## src/rtl/m_div_sequencer.sv

```systemverilog
// m_div_sequencer: multi-cycle RV32M DIV/DIVU/REM/REMU controller using a restoring shift-subtract datapath.
// Optional result reuse of the last computed operands when DIV_RESULT_REUSE_EN is defined.
module m_div_sequencer #(
    parameter int XLEN = 32
) (
    input  logic            clk,
    input  logic            rst_n,
    input  logic            req_valid_i,
    output logic            req_ready_o,
    input  logic [1:0]      op_i,
    input  logic [XLEN-1:0] dividend_i,
    input  logic [XLEN-1:0] divisor_i,
    input  logic            flush_i,
    output logic            busy_o,
    output logic            res_valid_o,
    output logic [XLEN-1:0] res_o
);
    localparam int CW = $clog2(XLEN) + 1;
    typedef enum logic [1:0] {IDLE, CALC, FIX, DONE} state_t;
    state_t          state;
    logic [CW-1:0]   cnt;
    logic [XLEN:0]   rem;
    logic [XLEN-1:0] quo, dvs;
    logic            op_rem, q_neg, r_neg;
    logic            sgn, a_neg, b_neg, div_zero, ovf, accept, hit, ge;
    logic [XLEN-1:0] a_abs, b_abs, q_fix, r_fix, hit_q, hit_r;
    logic [XLEN:0]   rem_sh, rem_nx;
    assign req_ready_o = (state == IDLE) & ~flush_i;
    assign busy_o      = (state == CALC) | (state == FIX);
    assign res_valid_o = (state == DONE);
    assign accept      = req_valid_i & req_ready_o;
    assign sgn         = ~op_i[0];
    assign a_neg       = sgn & dividend_i[XLEN-1];
    assign b_neg       = sgn & divisor_i[XLEN-1];
    assign a_abs       = a_neg ? -dividend_i : dividend_i;
    assign b_abs       = b_neg ? -divisor_i : divisor_i;
    assign div_zero    = (divisor_i == '0);
    assign ovf         = sgn & (dividend_i == {1'b1, {(XLEN-1){1'b0}}}) & (&divisor_i);
    assign rem_sh      = {rem[XLEN-1:0], quo[XLEN-1]};
    assign ge          = rem_sh >= {1'b0, dvs};
    assign rem_nx      = ge ? rem_sh - {1'b0, dvs} : rem_sh;
    assign q_fix       = q_neg ? -quo : quo;
    assign r_fix       = r_neg ? -rem[XLEN-1:0] : rem[XLEN-1:0];
`ifdef DIV_RESULT_REUSE_EN
    logic [XLEN-1:0] last_a, last_b;
    logic            last_u, reuse_vld;
    assign hit = reuse_vld & (dividend_i == last_a) & (divisor_i == last_b) & (op_i[0] == last_u);
    always_ff @(posedge clk or negedge rst_n) begin
        if (!rst_n) begin
            reuse_vld <= 1'b0;
            last_a    <= '0;
            last_b    <= '0;
            last_u    <= 1'b0;
            hit_q     <= '0;
            hit_r     <= '0;
        end else if (flush_i) begin
            if (busy_o) reuse_vld <= 1'b0;
        end else if (state == FIX) begin
            reuse_vld <= 1'b1;
            hit_q     <= q_fix;
            hit_r     <= r_fix;
        end else if (accept & ~div_zero & ~ovf & ~hit) begin
            reuse_vld <= 1'b0;
            last_a    <= dividend_i;
            last_b    <= divisor_i;
            last_u    <= op_i[0];
        end
    end
`else
    assign hit   = 1'b0;
    assign hit_q = '0;
    assign hit_r = '0;
`endif
    always_ff @(posedge clk or negedge rst_n) begin
        if (!rst_n) begin
            state  <= IDLE;
            cnt    <= '0;
            rem    <= '0;
            quo    <= '0;
            dvs    <= '0;
            op_rem <= 1'b0;
            q_neg  <= 1'b0;
            r_neg  <= 1'b0;
            res_o  <= '0;
        end else if (flush_i) begin
            state <= IDLE;
        end else begin
            case (state)
                IDLE: if (accept) begin
                    op_rem <= op_i[1];
                    if (div_zero) begin
                        res_o <= op_i[1] ? dividend_i : '1;
                        state <= DONE;
                    end else if (ovf) begin
                        res_o <= op_i[1] ? '0 : dividend_i;
                        state <= DONE;
                    end else if (hit) begin
                        res_o <= op_i[1] ? hit_r : hit_q;
                        state <= DONE;
                    end else begin
                        rem   <= '0;
                        quo   <= a_abs;
                        dvs   <= b_abs;
                        q_neg <= a_neg ^ b_neg;
                        r_neg <= a_neg;
                        cnt   <= CW'(XLEN - 1);
                        state <= CALC;
                    end
                end
                CALC: begin
                    rem <= rem_nx;
                    quo <= {quo[XLEN-2:0], ge};
                    cnt <= cnt - 1'b1;
                    if (cnt == '0) state <= FIX;
                end
                FIX: begin
                    res_o <= op_rem ? r_fix : q_fix;
                    state <= DONE;
                end
                default: state <= IDLE;
            endcase
        end
    end
endmodule

```

## config.mk

```make
export PLATFORM = sky130hd
export DESIGN_NAME = m_div_sequencer
export DESIGN_NICKNAME = d
export VERILOG_FILES = /design/src/rtl/m_div_sequencer.sv
export SDC_FILE = /design/constraint.sdc
export NUM_CORES = 1
export LEC_CHECK = 0
export CAP_MARGIN = 20
export CORE_UTILIZATION = 40
export DETAILED_ROUTE_END_ITERATION = 8
export PLACE_DENSITY_LB_ADDON = 0.08
export SLEW_MARGIN = 20
export SYNTH_ARGS = -nofsm -noshare
export SYNTH_HDL_FRONTEND = slang
export SYNTH_SLANG_ARGS = --single-unit
```

## constraint.sdc

```tcl
create_clock -name clk -period 3.77 [get_ports clk]
set_input_delay 0.754 -clock clk [delete_from_list [all_inputs] [get_ports clk]]
set_output_delay 0.754 -clock clk [all_outputs]
set_load 0.005 [all_outputs]
```

# After elaboration in Yosys (flattened, before gate mapping)
# Index checks and enable logic that the tools add are counted.
# W data, S select, Z words.
totals:
  wordCells: 79
  ram_bits: 0
  inputBits: 70
  rom_bits: 0
  latchBits: 0
  memories: 0
  register_bits: 139
classes:
  eq_ne: 10
  mux: 30
  bitwise: 12
  mul: 0
  n_shift: 0
  div_mod_pow: 0
  order_cmp: 1
  addsub: 6
  reduce_logical: 11
op_table:
  columns: ["operator", "count"]
  rows:
  - ["$mux W32", 17]
  - ["$pmux W32 S2", 3]
  - ["$neg A32 Y32", 4]
  - ["$ge A33 B32 Y1", 1]
  - ["$eq A32 B32 Y1 const B", 1]
  - ["$logic_not A32 Y1", 1]
  - ["$reduce_and A32 Y1", 1]
  - ["$sub A32 B32 Y32", 1]
  - ["$mux W6", 3]
  - ["$pmux W6 S2", 1]
  - ["$mux W2", 5]
  - ["$reduce_and A5 Y1", 2]
  - ["$and A1 B1 Y1", 6]
  - ["$logic_not A6 Y1", 1]
  - ["$ne A2 B2 Y1 const B", 3]
  - ["$ne A3 B3 Y1 const B", 2]
  - ["$pmux W2 S3", 1]
  - ["$sub A6 B1 Y6 const B", 1]
  - ["$eq A2 B2 Y1 const B", 2]
  - ["$not A1 Y1", 4]
  - ["$reduce_and A4 Y1", 1]
  - ["$reduce_bool A2 Y1", 2]
  - ["$ne A3 B2 Y1 const B", 1]
  - ["$reduce_and A3 Y1", 1]
  - ["other kinds (5)", 5]

# Depth between registers and ports, before layout
# Gate-level depths: netlist (run 1).
depth:
  ltp_word: 8
  mapped_depth: 13
  mapped_depth_nobuf: 13

# Worst setup path before layout (run 1)
# Ideal clock, no wire load.
synth_path:
  path_kind: "input to register"
  startpoint: "input port divisor_i[0]"
  endpoint: "register res_o[22]"
  cell_stages: 10
  path_slack_ns: 0.747
  arrival_ns: 2.895
  path_buffers: 1
  setup_ns: 0.128
  cell_sequence: "inv_1 -> ha_1 -> or3b_2 -> nor4_1 -> nand4_1 -> o22ai_2 -> nand3_1 -> a21oi_2 -> buf_4 -> mux2_1"
synth_via:
  elab_chain_len: 4
  word_cells_on_any_way: 8
synth_rtl:
  columns: ["item", "line", "source"]
  rows:
  - ["from (decl)", "12", "input logic [XLEN-1:0] divisor_i,"]
  - ["$reduce_and A32 Y1 or $logic_not A32 Y1 (tied branches)", "38, 37", null]
  - ["$and A1 B1 Y1 or $mux W32 (tied branches)", "38, 91", null]
  - ["$ne A3 B3 Y1 (no line) or $mux W32 (tied branches)", null, null]
  - ["$reduce_and A4 Y1 (no line) or $pmux W32 S2 (tied branches)", null, null]
  - ["to (signal assigned)", "92", "res_o <= op_i[1] ? dividend_i : '1;"]
  - ["to (signal assigned)", "95", "res_o <= op_i[1] ? '0 : dividend_i;"]
  - ["to (signal assigned)", "98", "res_o <= op_i[1] ? hit_r : hit_q;"]
  - ["to (decl)", "16", "output logic [XLEN-1:0] res_o"]
# Parallel ways exist; a longest one is shown, timed or not. The select of a mux whose other input is x is not followed.
# A chain may end at the register's enable or synchronous reset.

# Worst setup path in the final report (run 1)
layout_path:
  startpoint: "register dvs[1]"
  endpoint: "register rem[0]"
layout_via:
  elab_chain_len: 3
layout_rtl:
  columns: ["item", "line", "source"]
  rows:
  - ["from (decl)", "23", "logic [XLEN-1:0] quo, dvs;"]
  - ["from (signal assigned)", "103", "dvs <= b_abs;"]
  - ["$ge A33 B32 Y1", "40", "assign ge = rem_sh >= {1'b0, dvs};"]
  - ["$mux W32", "41", "assign rem_nx = ge ? rem_sh - {1'b0, dvs} : rem_sh;"]
  - ["$pmux W32 S2", "88", "case (state)"]
  - ["to (signal assigned)", "111", "rem <= rem_nx;"]
  - ["to (decl)", "22", "logic [XLEN:0] rem;"]
# Every way passes these cells.

==> results of run 1 <==
## worst reg2reg max path, cell delays in order, from the launching register on
cell,delay (ps)
dfrtp_1,380
inv_1,150
ha_1,270
nor2b_1,150
o31ai_1,300
a21oi_1,150
a22oi_1,380
o21ai_1,170
a2111oi_2,660
nor2_4,90
buf_12,210
mux2_1,350
o22ai_1,110
## routing by layer
layer  wire length, um  up-vias  track usage  share of wire
li1                  -     5527            -              -
met1             17200     5146        0.344           0.49
met2             15800      276        0.403           0.45
met3              1360       28       0.0258          0.039
met4               444        0       0.0609          0.013
met5                 0        -            0              0
## cell families after synthesis
group	synth area share
flops	0.303
xor+xnor	0.111
compound gates	0.244
simple gates	0.195
fa+ha+maj	0.0530
mux	0.0375
buf+inv	0.0571
## sequential cells by signal (all words and copies together) (netlist names)
| signal | count |
|---|---|
| q_neg | 1 |
| quo | 32 |
| dvs | 32 |
| res_o | 32 |
| r_neg | 1 |
| op_rem | 1 |
| rem | 32 |
| cnt | 6 |
| state | 2 |
## layout make-up
type	count	area [um^2]
Timing Repair Buffer	205	1910
Multi-Input combinational cell	1186	7370
Fill cell	2788	13900
Inverter	66	248
Sequential cell	139	3480
Tap cell	378	473
Clock buffer	20	447
Clock inverter	11	146
## layout by cell type, fill, tap and decap left out, types with 21 or more instances in the layout
cell type / synthesis / final
ha_1: 43 / 41
nor2_1: 147 / 144
o21ai_0: 133 / 133
xor2_1: 70 / 70
inv_1: 65 / 65
xnor2_1: 75 / 75
a21oi_1: 149 / 149
clkdlybuf4s50_1: 0 / 103
nand2_1: 187 / 187
a211oi_1: 25 / 25
nand3_1: 21 / 21
nor3_1: 21 / 21
o31ai_1: 35 / 35
mux2i_1: 34 / 34
buf_4: 9 / 92
dfrtp_1: 139 / 139
## worst paths after layout
kind | from | endpoint | cells past startpoint
max | dvs[1] | rem[0] | 12
min | rst_n | res_o[5] | 1
max reg2reg | dvs[1] | rem[0] | 12
min reg2reg | res_o[22] | res_o[22] | 1
max in group asynchronous | rst_n | dvs[19] | 2
min in group clk | res_o[22] | res_o[22] | 1
## report_power, final
group / switching (mW) / internal [mW]
registers: 0.528 / 2.05
logic: 2.48 / 1.89
clock network: 0.676 / 1.05
## stage by stage
stage | power, mW | instances | hold WS, ps | TNS, ps | worst slack (ps)
3_3_place_gp | 6.92 | 1974 | 468 | -60.6 | -19.2
5_1_grt | 9.41 | 2005 | 469 | 0 | 138
6_report | 8.68 | 2005 | 381 | 0 | 333
3_5_place_dp | 6.98 | 1974 | 475 | -864 | -60.2
4_1_cts | 8.73 | 2005 | 445 | 0 | 331
2_1_floorplan | 5.39 | 1485 | 458 | 0 | 747
==> results.py, run 1 <==
metrics = {
    "run_status": {
        "status": "completed",
    },
    "worst_setup_path": {
        "slowest_delay_ps": 660,
        "critPathSlowestCell": "a2111oi_2",
        "cp.arrival_ps": 3780,
        "start_kind": "flip-flop",
        "path_buf_inv": 2,
        "cp_top_family": "compound AO/OA/AOI/OAI gates",
        "r2r_slack_ps": 330,
        "cp_max_fo": 30,
        "required_ps": 4120,
        "worstSetupPathType": "reg2reg",
        "setup.worst_path.end_class": "flip-flop",
        "path_cells": "inv_1 -> ha_1 -> nor2b_1 -> o31ai_1 -> a21oi_1 -> a22oi_1 -> o21ai_1 -> a2111oi_2 -> nor2_4 -> buf_12 -> mux2_1 -> o22ai_1",
    },
    "sta": {
        "slew_violations": 0,
        "setup_viol": 0,
        "rsz0062_at_grt": "false",
        "fin_skew_ps": 11.1,
        "tightestPinTransition_ps": 959,
        "finalCritPeriodShare": 0.912,
        "period_minus_slack_ps": 3440,
        "hold_viol": 0,
        "max_freq_mhz": 291,
        "max_slew_margin": 0.360,
    },
    "global_routing": {
        "grt_pass1_wl_mm": 56.1,
        "grt.total_usage": 0.246,
        "grt.overflow.total": 0,
        "antenna_found_initial": 0,
        "grt_max_degree": 90,
        "first_global_vias": 10300,
    },
    "synthesis": {
        "netlist.area_leader.share": 0.303,
        "synthTopCellsByArea": "dfrtp_1 (30%), a21oi_1 (6.5%), nand2_1 (6.1%), o21ai_0 (5.8%), xnor2_1 (5.7%)",
        "synth-edff-count": 0,
        "ys_types": 71,
        "yosysMostFrequentCell": "nand2_1",
        "synthTopCellsByCount": "nand2_1 (187), a21oi_1 (149), nor2_1 (147)",
        "netlist_instances": 1485,
        "ys_seq_elements": 139,
        "ys.flop_type": "dfrtp_1",
        "syn_area_per_cell_um2": 7.72,
        "syn-cell-area_um2": 11500,
        "ys_seq_area_frac": 0.303,
        "synthArstFlopShare": 1.00,
        "synth-warning-count": 0,
        "synth_top_area_cell": "dfrtp_1",
        "synth_fp_nets": 1599,
    },
    "floorplan": {
        "coreArea_um2": 28000,
        "rows": 61,
        "io_pins": 105,
        "fp.dieArea_um2": 29400,
        "die_w_um": 171,
        "start_util": 0.409,
        "die_h_um": 171,
    },
    "clock_network": {
        "worstSkewPairLatency_ps": 430,
        "cts_setup_buffers": 0,
        "cts_hold_buf": 0,
        "cts_made_buffers": 17,
        "cts.sinks": 139,
        "cts-root-buf": "clkbuf_16",
        "clk_pin_slew_ps": 60,
        "clockBufferDepth": 2,
        "cts_tree": "done",
        "cts.repair.resized": 0,
        "cts.htree.levels": 4,
    },
    "routing": {
        "post_drt_wl_per_cell_um": 17.3,
        "vias": 11000,
        "final_antenna_net_count": 0,
        "first_iter_violations": 799,
        "first_pass_iters": 5,
        "finalWirelength_mm": 34.8,
        "drc": 0,
        "vias_per_cell": 5.47,
    },
    "finish": {
        "num_antenna_cells": 0,
        "fin_util": 0.503,
        "fin_nets": 1729,
        "drive_gt1_frac": 0.100,
        "areaGrowthSynthToFinish_pct": 22.7,
        "design_area_um2": 14100,
    },
    "min_path": {
        "hp-class": "in2async",
    },
    "placement": {
        "io_buffers": 104,
        "gp_congestion": 0.859,
        "dpl-instance-area_um2": 13500,
        "dp_hpwl_mm": 26.6,
    },
    "pwr": {
        "p_leak_nw": 5.82,
        "vdd_drop_max_uv": 327,
        "powerDensity_nw_per_um2": 617,
    },
    "flow_run": {
        "maxCapViolations": 0,
    },
}
No activity file was read; power rests on OpenSTA's default activity.
==> run 2: changes to the inputs <==
Settings changed: PLACE_DENSITY_LB_ADDON 0.08 to default.
==> run 2 against run 1 <==
Effect of this change: critical path depth up 1; combinational power hardly changed; clock power hardly changed; clock skew rose by 1.7 ps; largest power group unchanged.
==> results.py, run 2 (same netlist as run 1, synthesis figures left out) <==
metrics = {
    "floorplan": {
        "coreArea_um2": 28000,
        "die_w_um": 171,
        "start_util": 0.409,
        "io_pins": 105,
        "die_h_um": 171,
        "rows": 61,
        "fp.dieArea_um2": 29400,
    },
    "worst_setup_path": {
        "required_ps": 4060,
        "cp_max_fo": 21,
        "r2r_start": "rem[25]",
        "start_kind": "input port",
        "cp.arrival_ps": 3680,
        "critPathLaunch": "divisor_i[0]",
        "worstSetupPathType": "in2reg",
        "setup.worst_path.end_class": "flip-flop",
        "r2r_cells": 11,
    },
    "clock_network": {
        "cts-root-buf": "clkbuf_16",
        "cts.sinks": 139,
        "clk_pin_slew_ps": 70,
        "cts_tree": "done",
        "cts.htree.levels": 4,
        "cts.repair.resized": 0,
        "cts_made_buffers": 17,
        "clockBufferDepth": 2,
        "cts_setup_buffers": 0,
        "worstSkewPairLatency_ps": 430,
        "cts_hold_buf": 0,
    },
    "global_routing": {
        "grt.total_usage": 0.248,
        "grt.overflow.total": 0,
        "grt_pass1_wl_mm": 57.1,
        "grt_max_degree": 66,
        "antenna_found_initial": 1,
        "first_global_vias": 10800,
    },
    "sta": {
        "finalCritPeriodShare": 0.899,
        "fin_setup_tns_ps": 0,
        "setup_viol": 0,
        "tightestPinTransition_ps": 959,
        "fin_skew_ps": 12.8,
        "rsz0062_at_grt": "false",
        "hold_viol": 0,
        "fin_ws_ps": 380,
        "max_slew_margin": 0.361,
        "max_freq_mhz": 295,
        "period_minus_slack_ps": 3390,
        "slew_violations": 0,
    },
    "placement": {
        "dpl-instance-area_um2": 13500,
        "io_buffers": 104,
        "dp_slack_ps": -56.5,
        "dp_hpwl_mm": 27.0,
        "gp_congestion": 0.923,
    },
    "min_path": {
        "hp-class": "in2async",
    },
    "pwr": {
        "power_mw": 8.74,
        "powerDensity_nw_per_um2": 620,
        "p_leak_nw": 5.84,
        "vdd_drop_max_uv": 317,
    },
    "run_status": {
        "status": "completed",
    },
    "finish": {
        "final_cell_mix": "nand2_1 (187), a21oi_1 (149), nor2_1 (144)",
        "design_area_um2": 14100,
        "layout_commonest_cell": "nand2_1",
        "drive_gt1_frac": 0.103,
        "fin_util": 0.503,
        "num_antenna_cells": 0,
        "fin_nets": 1734,
        "areaGrowthSynthToFinish_pct": 22.9,
    },
    "routing": {
        "final_antenna_net_count": 0,
        "post_drt_wl_per_cell_um": 17.5,
        "vias": 11200,
        "finalWirelength_mm": 35.1,
        "drc": 0,
        "vias_per_cell": 5.55,
        "first_pass_iters": 8,
        "first_iter_violations": 779,
    },
    "flow_run": {
        "maxCapViolations": 0,
    },
}
-- run 2: cell count changes in the layout (fill, tap and decap cells not counted) --
cell and change:
buf_12 -1, buf_4 +6, dfrtp_1 -1, bufinv_16 -1
clkbuf_1 +1, clkinv_2 -3, inv_6 +4, dfrtp_2 +1
clkinvlp_4 +1, clkinv_4 -1
-- run 2: metrics by stage --
step	instances	hold WS (ps)
2_1_floorplan	1485	458
3_3_place_gp	1979	469
5_1_grt	2011	369
4_1_cts	2011	337
3_5_place_dp	1979	489
6_report	2011	323
-- run 2: final cells by class --
type / count / area, um^2
clock buffer: 21 / 450
clock inverter: 11 / 135
fill: 2795 / 13900
inverter: 66 / 248
multi-input combinational: 1186 / 7370
sequential: 139 / 3480
tap: 378 / 473
timing repair buffer: 210 / 1940
-- run 2: path summary, 6_finish.rpt --
path / to / slack, ps
worst max-delay path: rem[8] / 380
worst min-delay path: res_o[8] / 320
worst max register to register: rem[2] / 380
worst min register to register: res_o[22] / 490
max in group asynchronous: res_o[1] / 2610
min in group clk: res_o[22] / 490
-- run 2: worst max-delay path, cell delays in order --
cell and delay, ps:
clkdlybuf4s50_1 420, inv_1 60, ha_1 160, or3b_2 460, nor4_1 280, nand4_1 280
o22ai_2 340, buf_4 180, nor2_4 60, a21o_1 270, nand2_2 140, buf_12 160
o21ai_0 110
-- run 2: report_power, final --
part	total [mW]	switching (mW)	internal [mW]	leakage, nW
Clock	1.73	0.729	1.00	0.275
Combinational	4.36	2.46	1.89	3.82
Sequential	2.65	0.597	2.05	1.74
-- run 2: layer usage --
| metal | track usage | share of wire |
|---|---|---|
| met5 | 0 | 0.00034 |
| met4 | 0.0699 | 0.017 |
| met3 | 0.0370 | 0.060 |
| met2 | 0.403 | 0.45 |
| met1 | 0.340 | 0.47 |
==> run 3: changes to the inputs <==
Settings changed: GPL_ROUTABILITY_DRIVEN from default to 1, SKIP_LAST_GASP from default to 1.
Clock period 3.77 ns to 4.2 ns, I/O delays scaled along.
==> run 3 against run 2 <==
Effect of this change: critical endpoint is now rem[0]; cell area decreased by 3.3%; cell count decreased by 3.4%; clock-buffer cell count decreased by 1; combinational power decreased by 13%; register-to-register slack improved by 140 ps.
==> results.py, run 3 (same netlist as run 1, synthesis figures left out) <==
metrics = {
    "global_routing": {
        "first_global_vias": 10200,
        "grt.total_usage": 0.239,
        "antenna_found_initial": 0,
        "grt_pass1_wl_mm": 54.9,
        "grt.overflow.total": 0,
        "grt_max_degree": 81,
    },
    "worst_setup_path": {
        "setup.worst_path.end_class": "flip-flop",
        "timing.rr.end": "rem[0]",
        "worstSetupPathType": "reg2reg",
        "r2r_start": "rem[0]",
        "cp-endpoint": "rem[0]",
        "critPathLaunch": "rem[0]",
        "start_kind": "flip-flop",
        "slowest_delay_ps": 670,
        "required_ps": 4540,
        "cp_max_fo": 21,
        "r2r_cells": 11,
        "r2r_slack_ps": 520,
        "cp.arrival_ps": 4020,
        "critPathSlowestCell": "a2111oi_2",
        "cp_top_family": "compound AO/OA/AOI/OAI gates",
        "path_buf_inv": 1,
        "path_cells": "ha_1 -> nor2b_1 -> o31ai_1 -> a21oi_1 -> a22oi_1 -> o21ai_1 -> a2111oi_2 -> nor2_4 -> buf_12 -> mux2_1 -> o22ai_1",
        "cp.depth": 11,
    },
    "clock_network": {
        "cts.sinks": 139,
        "cts.htree.levels": 4,
        "cts_tree": "done",
        "clockBufferDepth": 2,
        "cts.repair.resized": 0,
        "cts_made_buffers": 17,
        "cts_setup_buffers": 0,
        "clk_pin_slew_ps": 70,
        "cts-root-buf": "clkbuf_16",
        "worstSkewPairLatency_ps": 430,
        "cts_hold_buf": 0,
    },
    "routing": {
        "final_antenna_net_count": 0,
        "first_pass_iters": 7,
        "vias_per_cell": 5.55,
        "post_drt_wl_per_cell_um": 17.6,
        "drc": 0,
        "vias": 10800,
        "finalWirelength_mm": 34.1,
        "first_iter_violations": 718,
    },
    "finish": {
        "layout_commonest_cell": "nand2_1",
        "drive_gt1_frac": 0.0645,
        "num_antenna_cells": 0,
        "final_cell_mix": "nand2_1 (187), a21oi_1 (149), nor2_1 (144)",
        "fin_nets": 1667,
        "areaGrowthSynthToFinish_pct": 18.9,
    },
    "sta": {
        "slew_violations": 0,
        "tightestPinTransition_ps": 1080,
        "rsz0062_at_grt": "false",
        "setup_viol": 0,
        "fin_skew_ps": 11.6,
        "finalCritPeriodShare": 0.875,
        "max_slew_margin": 0.278,
        "hold_viol": 0,
        "period_minus_slack_ps": 3680,
        "fin_setup_tns_ps": 0,
        "max_freq_mhz": 272,
    },
    "pwr": {
        "p_leak_nw": 5.54,
        "vdd_drop_max_uv": 274,
        "swShare": 0.420,
        "p_switching_mw": 3.28,
        "p_comb_frac": 0.484,
        "power_mw": 7.83,
        "p_int_mw": 4.54,
        "seqPwrFrac": 0.303,
        "clock_power_share": 0.213,
        "powerDensity_nw_per_um2": 574,
    },
    "floorplan": {
        "io_pins": 105,
        "coreArea_um2": 28000,
        "rows": 61,
        "start_util": 0.409,
        "fp.dieArea_um2": 29400,
        "die_w_um": 171,
        "die_h_um": 171,
    },
    "min_path": {
        "hp-class": "in2async",
    },
    "run_status": {
        "status": "completed",
    },
    "placement": {
        "gp_congestion": 0.865,
        "dp_hpwl_mm": 25.7,
        "io_buffers": 104,
    },
    "flow_run": {
        "maxCapViolations": 0,
    },
}
## run 3: worst min path at each step
stage,to,slack [ps]
floorplan,res_o[22],480
global placement,res_o[22],470
detailed placement,res_o[22],480
CTS,res_o[9],470
global route,res_o[9],500
finish,res_o[9],440
## run 3: area by class of cell
cell class / count / area, um^2
Fill cell: 2768 / 14400
Timing Repair Buffer: 143 / 1420
Sequential cell: 139 / 3480
Clock inverter: 11 / 194
Inverter: 66 / 248
Clock buffer: 20 / 447
Tap cell: 378 / 473
Multi-Input combinational cell: 1186 / 7370
## run 3: per-layer routing
layer	up-vias	global-route usage	part of all wire
met2	297	0.388	0.45
met4	0	0.0602	0.016
met3	47	0.0343	0.051
met1	5031	0.333	0.48
li1	5406	-	-
met5	-	0	0
## run 3: power by group through the flow
| stage | logic, mW | clock network [mW] | registers (mW) |
|---|---|---|---|
| final | 3.79 | 1.67 | 2.37 |
| after global routing | 4.25 | 1.75 | 2.45 |
| after CTS | 3.80 | 1.70 | 2.36 |
| after detailed placement | 3.78 | 0 | 2.39 |
| after global placement | 3.72 | 0 | 2.37 |
| after floorplan | 2.65 | 0 | 2.19 |
## run 3: through the flow
stage | instance area (um^2) | hold WS, ps | utilization | cells | setup slack (ps)
2_1_floorplan | 11500 | 483 | - | 1485 | 1090
3_3_place_gp | 13000 | 469 | 0.464 | 1912 | 92.6
3_5_place_dp | 13000 | 480 | 0.464 | 1912 | 127
4_1_cts | 13600 | 471 | 0.487 | 1943 | 540
5_1_grt | 13600 | 501 | 0.487 | 1943 | 364
6_report | 13600 | 436 | 0.487 | 1943 | 524
